**src/rtl/block_mem_responder_if.sv**
```systemverilog
// Block-transfer bus between a cache controller (master) and the backing block memory (slave).
`timescale 1ns/1ps
interface block_mem_responder_if;
    logic        mem_read;
    logic        mem_write;
    logic [5:0]  mem_address;
    logic [31:0] mem_writedata;
    logic [31:0] mem_readdata;
    logic        mem_busywait;

    modport master (
        output mem_read, mem_write, mem_address, mem_writedata,
        input  mem_readdata, mem_busywait
    );

    modport slave (
        input  mem_read, mem_write, mem_address, mem_writedata,
        output mem_readdata, mem_busywait
    );
endinterface

```
**src/rtl/block_mem_responder.sv**
```systemverilog
// Fixed-latency 64 x 32-bit block memory that services one read or write per request.
// Define BLKMEM_RESET_CLEAR_EN to have reset also clear every memory word.
`timescale 1ns/1ps
module block_mem_responder #(
    parameter int unsigned LATENCY = 5
) (
    input  logic clk_i,
    input  logic rst_ni,
    block_mem_responder_if.slave bus
);

    typedef enum logic [1:0] {IDLE, BUSY, DONE} state_e;

    state_e      state_q;
    logic [3:0]  count_q;
    logic        isWrite_q;
    logic [5:0]  addr_q;
    logic [31:0] writeData_q;
    logic [31:0] readData_q;
    logic [31:0] mem_q [64];
    logic        memWe;

    assign memWe = rst_ni && (state_q == BUSY) && (count_q == 4'd0) && isWrite_q;

    assign bus.mem_readdata = readData_q;
    assign bus.mem_busywait = ((state_q == IDLE) && (bus.mem_read || bus.mem_write))
                              || (state_q == BUSY);

    // A simultaneous read and write is latched as a write; the read is dropped.
    always_ff @(posedge clk_i or negedge rst_ni) begin
        if (!rst_ni) begin
            state_q     <= IDLE;
            count_q     <= 4'd0;
            isWrite_q   <= 1'b0;
            addr_q      <= 6'd0;
            writeData_q <= 32'h0;
            readData_q  <= 32'h0;
        end else begin
            case (state_q)
                IDLE: begin
                    if (bus.mem_read || bus.mem_write) begin
                        isWrite_q   <= bus.mem_write;
                        addr_q      <= bus.mem_address;
                        writeData_q <= bus.mem_writedata;
                        count_q     <= 4'(LATENCY - 1);
                        state_q     <= BUSY;
                    end
                end
                BUSY: begin
                    if (count_q == 4'd0) begin
                        if (!isWrite_q) begin
                            readData_q <= mem_q[addr_q];
                        end
                        state_q <= DONE;
                    end else begin
                        count_q <= count_q - 4'd1;
                    end
                end
                DONE: begin
                    state_q <= IDLE;
                end
                default: begin
                    state_q <= IDLE;
                end
            endcase
        end
    end

`ifdef BLKMEM_RESET_CLEAR_EN
    always_ff @(posedge clk_i or negedge rst_ni) begin
        if (!rst_ni) begin
            for (int i = 0; i < 64; i++) begin
                mem_q[i] <= 32'h0;
            end
        end else if (memWe) begin
            mem_q[addr_q] <= writeData_q;
        end
    end
`else
    // Storage has no reset so contents survive a reset pulse.
    always_ff @(posedge clk_i) begin
        if (memWe) begin
            mem_q[addr_q] <= writeData_q;
        end
    end
`endif

endmodule

```
**src/flat_wrapper.sv**
```systemverilog
// flat-port wrapper written by rule: the top's interface ports become plain ports
module block_mem_responder_flat 
#(
    parameter int unsigned LATENCY = 5
)
  (clk_i, rst_ni, bus_mem_read, bus_mem_write, bus_mem_address, bus_mem_writedata, bus_mem_readdata, bus_mem_busywait);
  block_mem_responder_if bus_i ();
  input  logic clk_i;
  input  logic rst_ni;
  input wire logic [$bits(bus_i.mem_read)-1:0] bus_mem_read;
  input wire logic [$bits(bus_i.mem_write)-1:0] bus_mem_write;
  input wire logic [$bits(bus_i.mem_address)-1:0] bus_mem_address;
  input wire logic [$bits(bus_i.mem_writedata)-1:0] bus_mem_writedata;
  output wire logic [$bits(bus_i.mem_readdata)-1:0] bus_mem_readdata;
  output wire logic [$bits(bus_i.mem_busywait)-1:0] bus_mem_busywait;
  assign bus_i.mem_read = bus_mem_read;
  assign bus_i.mem_write = bus_mem_write;
  assign bus_i.mem_address = bus_mem_address;
  assign bus_i.mem_writedata = bus_mem_writedata;
  assign bus_mem_readdata = bus_i.mem_readdata;
  assign bus_mem_busywait = bus_i.mem_busywait;
  block_mem_responder #(.LATENCY(LATENCY)) u_core (.clk_i(clk_i), .rst_ni(rst_ni), .bus(bus_i));
endmodule
```
**config.mk**
```make
export PLATFORM = sky130hd
export DESIGN_NAME = block_mem_responder_flat
export DESIGN_NICKNAME = d
export VERILOG_FILES = /design/src/rtl/block_mem_responder_if.sv /design/src/rtl/block_mem_responder.sv /design/src/flat_wrapper.sv
export SDC_FILE = /design/constraint.sdc
export NUM_CORES = 2
export LEC_CHECK = 0
export ABC_AREA = 1
export CAP_MARGIN = 25
export CELL_PAD_IN_SITES_DETAIL_PLACEMENT = 2
export CELL_PAD_IN_SITES_GLOBAL_PLACEMENT = 2
export CORE_UTILIZATION = 43
export CTS_CLUSTER_DIAMETER = 30
export CTS_CLUSTER_SIZE = 28
export DETAILED_ROUTE_END_ITERATION = 10
export PLACE_DENSITY_LB_ADDON = 0.12
export SYNTH_ARGS = -nofsm -noshare
export SYNTH_HDL_FRONTEND = slang
export SYNTH_SLANG_ARGS = --single-unit
```
**constraint.sdc**
```tcl
create_clock -name clk_i -period 4.27 [get_ports clk_i]
set_clock_uncertainty 0.05 [all_clocks]
set_input_delay 0.6405 -clock clk_i [delete_from_list [all_inputs] [get_ports clk_i]]
set_output_delay 0.6405 -clock clk_i [all_outputs]
set_load 0.005 [all_outputs]
```
== Yosys cells after proc, flatten, opt, wreduce, memory -nomap -nowiden ==
Memories as Yosys holds them, arrays and structs flattened. A register that Yosys moved wholly into a read port is not among the register bits.
Cells that the tools add are included.
Operators by class
  $add $sub $neg: 1
  eq/ne operators: 4
  multiplexer cells: 8
  bitwise logic cells: 1
  reductions and logical operators: 14
Operators by type and width (number)
  4-bit 2-to-1 mux: 2
  4-bit one-hot mux with 2 select lines: 1
  2-bit inequality test (second input constant): 3
  3-bit AND reduction: 2
  1-bit logical AND: 4
  4-bit zero test: 1
  2-bit 2-to-1 mux: 2
  2-bit one-hot mux with 2 select lines: 1
  2-bit AND reduction: 2
  4-bit by 1-bit subtractor with 4-bit output (second input constant): 1
  2-bit by 1-bit equality test with 1-bit output (second input constant): 1
  2-bit zero test: 1
  1-bit logical OR: 2
  1-bit 2-to-1 mux: 2
  2-bit nonzero test: 1
  1-bit zero test: 1
  1-bit inverter: 1
Word-level totals
  flip-flop bits (word level): 45
  bits in writable memories: 2048
  bits of input ports: 42
  output and inout port bits: 33
  logic and storage cells: 34
  memories: 1
Memories
  u_core.mem_q: depth 64, width 32, read ports 1, clocked after Yosys merged registers in 1, write ports 1, line block_mem_responder.sv:20  | logic [31:0] mem_q [64];

== Depth between registers and ports, before layout ==
  depth after elaboration: 6
  depth in mapped cells: 13

== Worst setup path before layout ==
Ideal clock, no wire load.
  kind: register to register
  from: register u_core.count_q[0]
  to: memory u_core.mem_q[0][0] (enable)
  library setup time: 421 ps
  arrival time: 2816 ps
  required time: 3799 ps
  slack: 983 ps
  stages on the path, launching flop included: 9
  path buffers: 0
  period minus slack after synthesis: 3287 ps
  cells stage by stage: dfrtp_1 -> inv_1 -> ha_1 -> nand2_1 -> nor2_1 -> nand2_1 -> nor2_1 -> nand3_1 -> nor2_1
Between the ends
  word-level cells in the longest chain between the ends: 5
RTL lines
  from (decl): line block_mem_responder.sv:15  | logic [3:0] count_q;
  from (signal assigned): line block_mem_responder.sv:45  | count_q <= 4'(LATENCY - 1);
  from (signal assigned): line block_mem_responder.sv:56  | count_q <= count_q - 4'd1;
  4-bit zero test: line block_mem_responder.sv:23  | assign memWe = rst_ni && (state_q == BUSY) && (count_q == 4'd0) && isWrite_q;
  1-bit logical AND (2 in a row): line block_mem_responder.sv:23
  1-bit 2-to-1 mux: line block_mem_responder.sv:82  | if (memWe) begin
  1-bit 2-to-1 mux (not written as such): line block_mem_responder.sv:83  | mem_q[addr_q] <= writeData_q;
  to (decl): line block_mem_responder.sv:20
Every way passes these cells.

==> metrics.txt <==
routability congestion estimate=0.835; most common cell in the synthesized netlist=nand2_1; arrival time of the worst setup path=4.81 ns; Net Count, Synth=8212; Synth Instances=8169; status=finished, final reports clean; number of port buffers=74; synth warn=0; Max Root-Sink Buffers=4; CTS buffer count=542; max-slew violations=0; DRC=0; crit-path most repeated cell=nand2_1; die area=209000 um2; DR vias/cell=5.89; # fillers=19300; LEAKAGE=47.0 nW; dominant cell type by area after synthesis=edfxtp_1; Synth Area in XOR/XNOR=0%; worst-margin pin slew=1.16 ns; Initial Util=43.4%; Synth top area share=69.1%; Detail Route Antenna Nets=0; complex-gate fraction of the synthesized area=3.95%; via count=69500; largest family of logic cells by synthesized area=simple AND/OR/NAND/NOR gates; Area Growth Syn to Fin=26.3%; total core area=205000 um2; async set-reset flop share out of synthesis=3.62%; row cnt=166; P per Cell Area=828 nW/um2; Worst Setup Start Kind=flop; largest net degree at the start of global routing=149; WL/cell=35.4 um; adder-cell share of the synthesized area=0.0140%; syn avg cell area=10.9 um2; Final Setup Violations=0; crit path buf inv count=3; crit path max fanout=66; number of flops mapped to enable cells by yosys=2048; share of cells above drive strength 1=14.0%; Worst Hold Class=input pin to flop; DP Worst Slack=0.422 ns; gr ovfl total=0; Final WS setup=0.257 ns; top post-synthesis cells by area=edfxtp_1, nand2_1, inv_1; vias in the first global route=78700; Post-CTS Hold Buffers=1; Post-Synth Simple-Gate Area=16.7%; mux cell area share after synthesis=0%; post-synthesis sequential area ratio=71.2%; CTS tree=built; Reg clk slew, reported paths=0.05 ns; RSZ-0062 raised after global routing=false; Final #Nets=8737; DIE HEIGHT=457 um; Die X=457 um; Yosys cell types=28; htree depth=6; cell family with most CP delay=simple AND/OR/NAND/NOR gates; Post-Syn Area=89100 um2; drt first-iter violations=8001; drt total wl=418 mm; period utilization=94.0%; Total GRT Usage=39.6%; final setup TNS=0 ns; initial antenna violation count=25; max cap viols=0; clock latency on the worst-skew pair=0.97 ns; Top Ports=75; hpwl dp=209 mm; relative slew slack=22.9%; Critical Path RT=5.07 ns; delay of the slowest cell on the worst path=0.76 ns; Tmin final=4.01 ns; final-report hold violation count=0; CP max-delay cell=nor2_1; synth cell count leaders=nand2_1, edfxtp_1, inv_1, nor2_1, nand3_1; CP Capture Type=flop; Setup Fix Bufs, Post-CTS=0; maximum clock rate=249 MHz; first-pass GRT wire length=588 mm; kind of critical path=flop to flop; number of synthesized register bits=2125; CTS Sinks=2125; crit-path cells=inv_8, buf_4, nand2_1, nand3_1, nand2_1, o21ai_0, nand2_1, nor2_1, nand3_1, nand2_1, inv_1; post-cts sizing count=0; maximum vdd drop=565 uV; Top FF cell, synth=edfxtp_1; CTS root buffer=clkbuf_16; first drt pass iteration count=5
cells by family after synthesis:
kind of cell               Yosys count
and+or+nand+nor                   3646
DFF                               2125
buffers and inverters             1835
AOI/OAI and AO/OA                  562
adders and majority gates            1
stage by stage:
step                area, um2  util (%)  std cells  total power (W)  hold slack (ns)
global route           112000      54.8      11800           0.0946            0.205
floorplan               89100         -       8169           0.0384            0.295
finish                 112000      54.8      11800           0.0931            0.183
global placement        94800      46.2      10800           0.0492            0.485
detailed placement      95000      46.3      10800           0.0504            0.523
CTS                    112000      54.8      11800           0.0924            0.140
sequential cells by signal, summed over array words and instances, names as in the netlist:
register and count:
u_core.addr_q 6, u_core.bus.mem_readdata 32, u_core.count_q 4, u_core.isWrite_q 1, u_core.mem_q 2048, u_core.state_q 2, u_core.writeData_q 32
cell type report:
cell class                      count  area, um2  area share [%]
Timing Repair Buffer              358       3840            3.42
Tap cell                         2688       3360            2.99
Clock buffer                      681      14700            13.1
Sequential cell                  2125      63500            56.4
Inverter                         1458       5480            4.87
Antenna cell                        7       17.5          0.0156
Clock inverter                    268       2630            2.34
Multi-Input combinational cell   4209      18900            16.8
metal layers:
layer  up-vias  share of wire (%)  track usage (%)
met5         -              0.034                0
met4        16                7.9             28.7
met3      1306                7.0             8.05
met2      3781                 50             67.2
met1     36500                 36             44.2
li1      27800                  -                -
worst min-delay path: cells and delay by family:
kind	cells	cell delay, ns
buffers and inverters	1	0.40
AND/OR/NAND/NOR	2	0.11
report_power, final:
part / total (W) / leakage (nW) / switching [W] / internal (W)
clock network: 0.0405 / 8.49 / 0.0135 / 0.0271
logic: 0.0241 / 19.1 / 0.0186 / 0.00548
registers: 0.0285 / 19.4 / 0.00236 / 0.0261
total: 0.0931 / 47.0 / 0.0344 / 0.0587
worst paths after layout:
check / startpoint / depth (start not counted) / slack (ns) / to
min in group asynchronous: rst_ni / 3 / 0.33 / u_core.writeData_q[26]$_DFFE_PN0P_
hold / removal: bus_mem_writedata[8] / 3 / 0.18 / u_core.writeData_q[8]$_DFFE_PN0P_
hold reg to reg: u_core.writeData_q[1]$_DFFE_PN0P_ / 2 / 0.56 / u_core.writeData_q[1]$_DFFE_PN0P_
setup / recovery: u_core.addr_q[0]$_DFFE_PN0P_ / 11 / 0.26 / u_core.bus.mem_readdata[8]$_DFFE_PN0P_
setup reg to reg: u_core.addr_q[0]$_DFFE_PN0P_ / 11 / 0.26 / u_core.bus.mem_readdata[8]$_DFFE_PN0P_
max in group asynchronous: rst_ni / 4 / 2.25 / u_core.addr_q[0]$_DFFE_PN0P_
cell usage in the layout (no fill, tap or decap), types with 3 or more instances in the layout:
cell type        netlist  layout
dfrtp_2                0      32
bufinv_16              0      48
inv_1               1452    1451
o21ai_0              235     235
clkinv_8               0       3
o21ai_1               38      37
inv_2                  5       5
clkbuf_16              0     566
clkbuf_8               0      15
or2_2                112     112
inv_6                  0      15
buf_12                 0      68
buf_4                  3     210
or2_1                 22      22
dfrtp_1               77      44
nor3_2                 2       4
buf_16                 0       6
nor2_1               660     595
clkinv_2               0      83
o211ai_1             282     282
nor2_4                 0      68
diode_2                0       7
nand3_1              625     625
nand2_1             2212    2212
a21oi_1                5       5
clkinv_1               1      85
clkinvlp_4             0      20
clkdlybuf4s50_1        0      73
nor3_1                 7       3
edfxtp_1            2048    2048
clkbuf_1              96     100
clkinv_4               0      14
nor3_4                 1       3
Power figures use the tool's default switching activity.
